==> src/rtl/tetris_pkg.sv <==
// Shared command encoding, FSM state types and priority pick
// for the tetris input path.
package tetris_pkg;

  localparam int CMD_DOWN   = 0;
  localparam int CMD_RIGHT  = 1;
  localparam int CMD_LEFT   = 2;
  localparam int CMD_ROTATE = 3;
  localparam int CMD_W      = 4;

  typedef enum logic [1:0] {
    R_IDLE,
    R_DELAY,
    R_REPEAT
  } rep_state_e;

  typedef enum logic {
    O_IDLE,
    O_VALID
  } out_state_e;

  // Command priority: rotate > left > right > down.
  function automatic logic [CMD_W-1:0] prio_pick(
    input logic [CMD_W-1:0] v
  );
    logic [CMD_W-1:0] r;
    r = '0;
    priority case (1'b1)
      v[CMD_ROTATE]: r[CMD_ROTATE] = 1'b1;
      v[CMD_LEFT]:   r[CMD_LEFT]   = 1'b1;
      v[CMD_RIGHT]:  r[CMD_RIGHT]  = 1'b1;
      v[CMD_DOWN]:   r[CMD_DOWN]   = 1'b1;
      default:       r = '0;
    endcase
    return r;
  endfunction

endpackage

==> src/rtl/button_debouncer.sv <==
// Two-flop synchronizer followed by a stable-level debounce
// counter for one raw button.
module button_debouncer #(
  parameter int DEBOUNCE_CYCLES = 16
) (
  input  logic clk,
  input  logic rst_n,
  input  logic raw,
  output logic level
);

  localparam int CW = $clog2(DEBOUNCE_CYCLES + 1);

  logic          sync1_q;
  logic          sync2_q;
  logic          lvl_q, lvl_d;
  logic [CW-1:0] cnt_q, cnt_d;

  always_comb begin
    lvl_d = lvl_q;
    cnt_d = '0;
    if (sync2_q != lvl_q) begin
      if (cnt_q == CW'(DEBOUNCE_CYCLES - 1)) begin
        lvl_d = sync2_q;
      end else begin
        cnt_d = cnt_q + CW'(1);
      end
    end
  end

  always_ff @(posedge clk) begin
    if (!rst_n) begin
      sync1_q <= 1'b0;
      sync2_q <= 1'b0;
      lvl_q   <= 1'b0;
      cnt_q   <= '0;
    end else begin
      sync1_q <= raw;
      sync2_q <= sync1_q;
      lvl_q   <= lvl_d;
      cnt_q   <= cnt_d;
    end
  end

  assign level = lvl_q;

endmodule

==> src/rtl/tetris_command_encoder.sv <==
// Buttons to one-hot command stream: debounce, auto-repeat,
// gravity, pending merge and a valid/ready output stage.
module tetris_command_encoder
  import tetris_pkg::*;
#(
  parameter int DEBOUNCE_CYCLES = 16,
  parameter int REPEAT_DELAY    = 32,
  parameter int REPEAT_RATE     = 8,
  parameter int GRAVITY_PERIOD  = 64
) (
  input  logic             clock,
  input  logic             reset,
  input  logic [CMD_W-1:0] buttons,
  input  logic             gravity_en,
  output logic [CMD_W-1:0] cmd,
  output logic             cmd_valid,
  input  logic             cmd_ready,
  output logic [CMD_W-1:0] held
);

  localparam int RMAX = (REPEAT_DELAY > REPEAT_RATE) ?
                        REPEAT_DELAY : REPEAT_RATE;
  localparam int RW   = $clog2(RMAX + 1);
  localparam int GW   = $clog2(GRAVITY_PERIOD + 1);

  for (genvar i = 0; i < CMD_W; i++) begin : g_db
    button_debouncer #(
      .DEBOUNCE_CYCLES(DEBOUNCE_CYCLES)
    ) u_db (
      .clk  (clock),
      .rst_n(reset),
      .raw  (buttons[i]),
      .level(held[i])
    );
  end

  logic [CMD_W-1:0] held_prev_q;
  logic [CMD_W-1:0] press;
  logic [CMD_W-1:0] trk_now;

  rep_state_e       rstate_q, rstate_d;
  logic [CMD_W-1:0] trk_q, trk_d;
  logic [RW-1:0]    rcnt_q, rcnt_d;
  logic [CMD_W-1:0] rep_set;

  logic [GW-1:0]    gcnt_q, gcnt_d;
  logic             grav_set;

  logic [CMD_W-1:0] pending_q, pending_d;
  logic [CMD_W-1:0] clr;

  out_state_e       ostate_q, ostate_d;
  logic [CMD_W-1:0] cmd_q, cmd_d;
  logic             valid_q, valid_d;

  assign press   = held & ~held_prev_q;
  assign trk_now = prio_pick({1'b0, held[CMD_LEFT:CMD_DOWN]});

  // Release or change of the tracked button overrides the timer.
  always_comb begin
    rstate_d = rstate_q;
    trk_d    = trk_q;
    rcnt_d   = rcnt_q;
    rep_set  = '0;
    if (trk_now == '0) begin
      rstate_d = R_IDLE;
      trk_d    = '0;
      rcnt_d   = '0;
    end else if (trk_now != trk_q) begin
      rstate_d = R_DELAY;
      trk_d    = trk_now;
      rcnt_d   = '0;
    end else begin
      unique case (rstate_q)
        R_DELAY: begin
          if (rcnt_q == RW'(REPEAT_DELAY - 1)) begin
            rstate_d = R_REPEAT;
            rcnt_d   = '0;
            rep_set  = trk_q;
          end else begin
            rcnt_d = rcnt_q + RW'(1);
          end
        end
        R_REPEAT: begin
          if (rcnt_q == RW'(REPEAT_RATE - 1)) begin
            rcnt_d  = '0;
            rep_set = trk_q;
          end else begin
            rcnt_d = rcnt_q + RW'(1);
          end
        end
        default: rstate_d = R_IDLE;
      endcase
    end
  end

  always_comb begin
    gcnt_d   = '0;
    grav_set = 1'b0;
    if (gravity_en) begin
      if (gcnt_q == GW'(GRAVITY_PERIOD - 1)) begin
        grav_set = 1'b1;
      end else begin
        gcnt_d = gcnt_q + GW'(1);
      end
    end
  end

  always_comb begin
    ostate_d = ostate_q;
    cmd_d    = cmd_q;
    valid_d  = valid_q;
    clr      = '0;
    unique case (ostate_q)
      O_IDLE: begin
        if (|pending_q) begin
          clr      = prio_pick(pending_q);
          cmd_d    = clr;
          valid_d  = 1'b1;
          ostate_d = O_VALID;
        end
      end
      O_VALID: begin
        if (cmd_ready) begin
          cmd_d    = '0;
          valid_d  = 1'b0;
          ostate_d = O_IDLE;
        end
      end
      default: ostate_d = O_IDLE;
    endcase
  end

  // Sets are ORed in after the clear so a same-cycle set wins.
  always_comb begin
    pending_d = (pending_q & ~clr) | press | rep_set |
                {{(CMD_W-1){1'b0}}, grav_set};
  end

  always_ff @(posedge clock) begin
    if (!reset) begin
      held_prev_q <= '0;
      rstate_q    <= R_IDLE;
      trk_q       <= '0;
      rcnt_q      <= '0;
      gcnt_q      <= '0;
      pending_q   <= '0;
      ostate_q    <= O_IDLE;
      cmd_q       <= '0;
      valid_q     <= 1'b0;
    end else begin
      held_prev_q <= held;
      rstate_q    <= rstate_d;
      trk_q       <= trk_d;
      rcnt_q      <= rcnt_d;
      gcnt_q      <= gcnt_d;
      pending_q   <= pending_d;
      ostate_q    <= ostate_d;
      cmd_q       <= cmd_d;
      valid_q     <= valid_d;
    end
  end

  assign cmd       = cmd_q;
  assign cmd_valid = valid_q;

endmodule

==> config.mk <==
export PLATFORM = sky130hd
export DESIGN_NAME = tetris_command_encoder
export DESIGN_NICKNAME = d
export VERILOG_FILES = /design/src/rtl/tetris_pkg.sv /design/src/rtl/button_debouncer.sv /design/src/rtl/tetris_command_encoder.sv
export SDC_FILE = /design/constraint.sdc
export NUM_CORES = 1
export LEC_CHECK = 0
export BUFFER_PORTS_ARGS = -buffer_cell sky130_fd_sc_hd__buf_4
export CAP_MARGIN = 25
export CORE_UTILIZATION = 59
export DETAILED_ROUTE_END_ITERATION = 16
export GPL_ROUTABILITY_DRIVEN = 0
export PLACE_DENSITY = 0.76
export SYNTH_ARGS = -nofsm -noshare
export SYNTH_HDL_FRONTEND = slang
export SYNTH_SLANG_ARGS = --single-unit
export TNS_END_PERCENT = 1
==> constraint.sdc <==
create_clock -name clock -period 1.8 [get_ports clock]
set_input_delay 0.36 -clock clock [delete_from_list [all_inputs] [get_ports clock]]
set_output_delay 0.36 -clock clock [all_outputs]
set_load 0.005 [all_outputs]
==> run summary <==
========================================================================================================
Number of buffers inserted by port buffering                                                          16
Total power density per cell area                                                            978 mW/mm^2
Num Clock Sinks                                                                                       64
Setup violation total in the final timing report                                                       0
Clock insertion delay at the later pin of the skew report                                         340 ps
Required time of the critical path                                                               2030 ps
Post-CTS clock slew at the launch and capture registers of the worst setup and hold paths          70 ps
Nets                                                                                                 296
CTS root buf                                                                                sky130_fd_sc_hd__clkbuf_8
Number of warnings reported in the yosys synthesis log                                                 0
Number of buffer and inverter stages on the critical path                                              1
Number of levels the H-tree was split into                                                             3
Wire length after detailed routing                                                               4020 um
Post-detailed-route DRC marker count                                                                   0
Number of antenna violations at the first check in global routing                                      0
Number of enable-type register cells in the synthesized netlist                                        0
Per-instance average area after synthesis                                                      9.98 um^2
Hold-fix buffers, CTS                                                                                  0
Setup Skew                                                                                       5.36 ps
Largest vdd supply drop                                                                         0.631 mV
Average routed wire per standard cell                                                            12.1 um
TNS Setup                                                                                           0 ps
Slowest stage delay, CP                                                                           350 ps
Kind of cell adding the most delay to the critical path                                     simple AND/OR/NAND/NOR gates
Master of the slowest instance on the critical path                                         sky130_fd_sc_hd__dfxtp_1
Pin count of the biggest net entering global routing                                                  35
Effective utilization at floorplan                                                                 0.630
Share of async-settable or async-resettable flops after synthesis                                      0
Commonest cells after routing, fill and taps aside                                          sky130_fd_sc_hd__dfxtp_1, sky130_fd_sc_hd__nor2_1, sky130_fd_sc_hd__buf_4
Slew at the pin closest to its max-slew limit                                                     450 ps
Critical Setup Path Class                                                                   flop to flop
Number of register bits inferred by synthesis                                                         64
Min cycle time layout                                                                            1670 ps
Vias                                                                                                1697
CTS tree                                                                                            done
P&R area growth vs syn                                                                             14.0%
Routed vias/inst                                                                                    5.13
Most common cell after layout, fill and taps aside                                          sky130_fd_sc_hd__dfxtp_1
Die boundary height                                                                              68.1 um
Synth Flop Type                                                                             sky130_fd_sc_hd__dfxtp_1
Layout cell share with drive strength beyond 1                                                     0.142
HPWL Detailed                                                                                    2720 um
Floorplan core area                                                                         0.00409 mm^2
Critical path, cell by cell                                                                 inv_1 -> ha_1 -> and4bb_2 -> o21a_1 -> and4b_1 -> o31a_1
Grt total ovfl                                                                                         0
Leakage power summed over all cells                                                           0.00120 uW
Syn Std Cell Area                                                                           0.00257 mm^2
Number of buffers created by CTS                                                                       9
Total nets after synthesis                                                                           278
Antenna cell count                                                                                     0
Number of cells produced by synthesis                                                                258
Area of the die                                                                             0.00463 mm^2
Largest buffer count on any clock path                                                                 2
Iteration-0 DRC Markers                                                                               41
Final count of hold timing violations                                                                  0
Number of top-level pins                                                                              17
Wire length of the first global-routing pass                                                     6580 um
Vias in the first global route                                                                      1544
Post-route cell area                                                                        0.00294 mm^2
Die X-Extent                                                                                     68.1 um
Type of element capturing the critical path                                                         flop
Number of standard-cell rows in the floorplan                                                         23
Largest fanout on the critical path                                                                    3
Crit path arrival time                                                                           1900 ps
Setup repair after global routing missed its margin                                                   no
Netlist cell types                                                                                    46
Maximum Capacitance Violations                                                                         0
Highest attainable clock frequency                                                               600 MHz
Share of synthesized area occupied by flip-flops and latches                                       0.498
Headroom to the max-slew limit                                                                     0.699
Remaining antenna violation count                                                                      0
Cts repair resizes                                                                                     0
Number of pins exceeding their max-slew limit in the final report                                      0
Postcts setup bufs                                                                                     0
Kind of start point of the critical path                                                            flop
Worst hold margin                                                                                 227 ps
Global routing usage summed across all routing layers                                              0.200
Class of the worst hold path                                                                input pin to flop
Ratio of final minimum period to clock period                                                      0.926
Cell area reported after detailed placement                                                 0.00271 mm^2
Number of detailed-route iterations in the first pass                                                  4
Result of the run                                                                           finished, final reports clean
========================================================================================================
## kinds of logic after synthesis
logic type | count (synthesis) | share of synthesized area
flops | 64 | 0.498
simple gates | 101 | 0.223
compound gates | 25 | 0.0724
mux | 6 | 0.0238
xor+xnor | 22 | 0.0748
fa+ha+maj | 12 | 0.0583
buf+inv | 28 | 0.0505
## layer usage
metal | wire [um] | track usage
met5 | 0 | 0
met1 | 2010 | 0.231
met2 | 1790 | 0.316
met4 | 102 | 0.133
met3 | 118 | 0.0600
## through the flow
| stage | setup WS [ps] | util | total power, uW | cells |
|---|---|---|---|---|
| after global placement | 219 | 0.662 | 1510 | 315 |
| after CTS | 120 | 0.719 | 2900 | 331 |
| after global routing | 75.4 | 0.719 | 2960 | 331 |
| final | 133 | 0.719 | 2870 | 331 |
| after floorplan | 171 | - | 1490 | 258 |
| after detailed placement | 148 | 0.662 | 1510 | 315 |
## report_power, final
| group | switching, uW | internal (uW) | leakage, uW |
|---|---|---|---|
| clock | 569 | 821 | 0.000109 |
| sequential | 6.60 | 1430 | 0.000518 |
| combinational | 22.9 | 22.8 | 0.000569 |
## final timing paths
path                        start              endpoint  slack [ps]  cells past startpoint
max                   rstate_q[0]          pending_q[0]         130                      6
min                    buttons[3]  g_db[3].u_db.sync1_q         230                      2
max reg2reg           rstate_q[0]          pending_q[0]         130                      6
min reg2reg  g_db[1].u_db.sync1_q  g_db[1].u_db.sync2_q         440                      1
## Yosys cell counts, types with 3 or more instances
library cell,number,share of area
sky130_fd_sc_hd__and2_1,16,0.039
sky130_fd_sc_hd__nor2b_1,10,0.024
sky130_fd_sc_hd__nand2_1,6,0.0087
sky130_fd_sc_hd__nand3b_1,4,0.012
sky130_fd_sc_hd__nand3_1,8,0.016
sky130_fd_sc_hd__xor2_1,13,0.044
sky130_fd_sc_hd__mux2i_1,5,0.019
sky130_fd_sc_hd__ha_1,12,0.058
sky130_fd_sc_hd__clkbuf_1,4,0.0058
sky130_fd_sc_hd__nor2_1,35,0.051
sky130_fd_sc_hd__a21oi_1,3,0.0058
sky130_fd_sc_hd__dfxtp_1,64,0.50
sky130_fd_sc_hd__and3_1,8,0.019
sky130_fd_sc_hd__o21ai_0,5,0.0097
sky130_fd_sc_hd__xnor2_1,9,0.031
sky130_fd_sc_hd__buf_4,4,0.012
sky130_fd_sc_hd__inv_1,17,0.025
## area by class of cell
class / instances / area, um^2
clock buffer: 10 / 138
clock inverter: 6 / 92.6
fill: 315 / 1150
inverter: 17 / 63.8
multi-input combinational: 166 / 1160
sequential: 64 / 1280
tap: 50 / 62.6
timing repair buffer: 18 / 135
## flip-flops by register name (all words and copies together), names as in the netlist
signal             count
g_db.u_db.sync2_q      4
rcnt_q                 6
trk_q                  3
g_db.u_db.level        4
held_prev_q            4
pending_q              4
rstate_q               2
ostate_q               1
cmd_valid              1
cmd                    4
g_db.u_db.cnt_q       20
g_db.u_db.sync1_q      4
gcnt_q                 7
No activity file was read; power rests on OpenSTA's default activity.
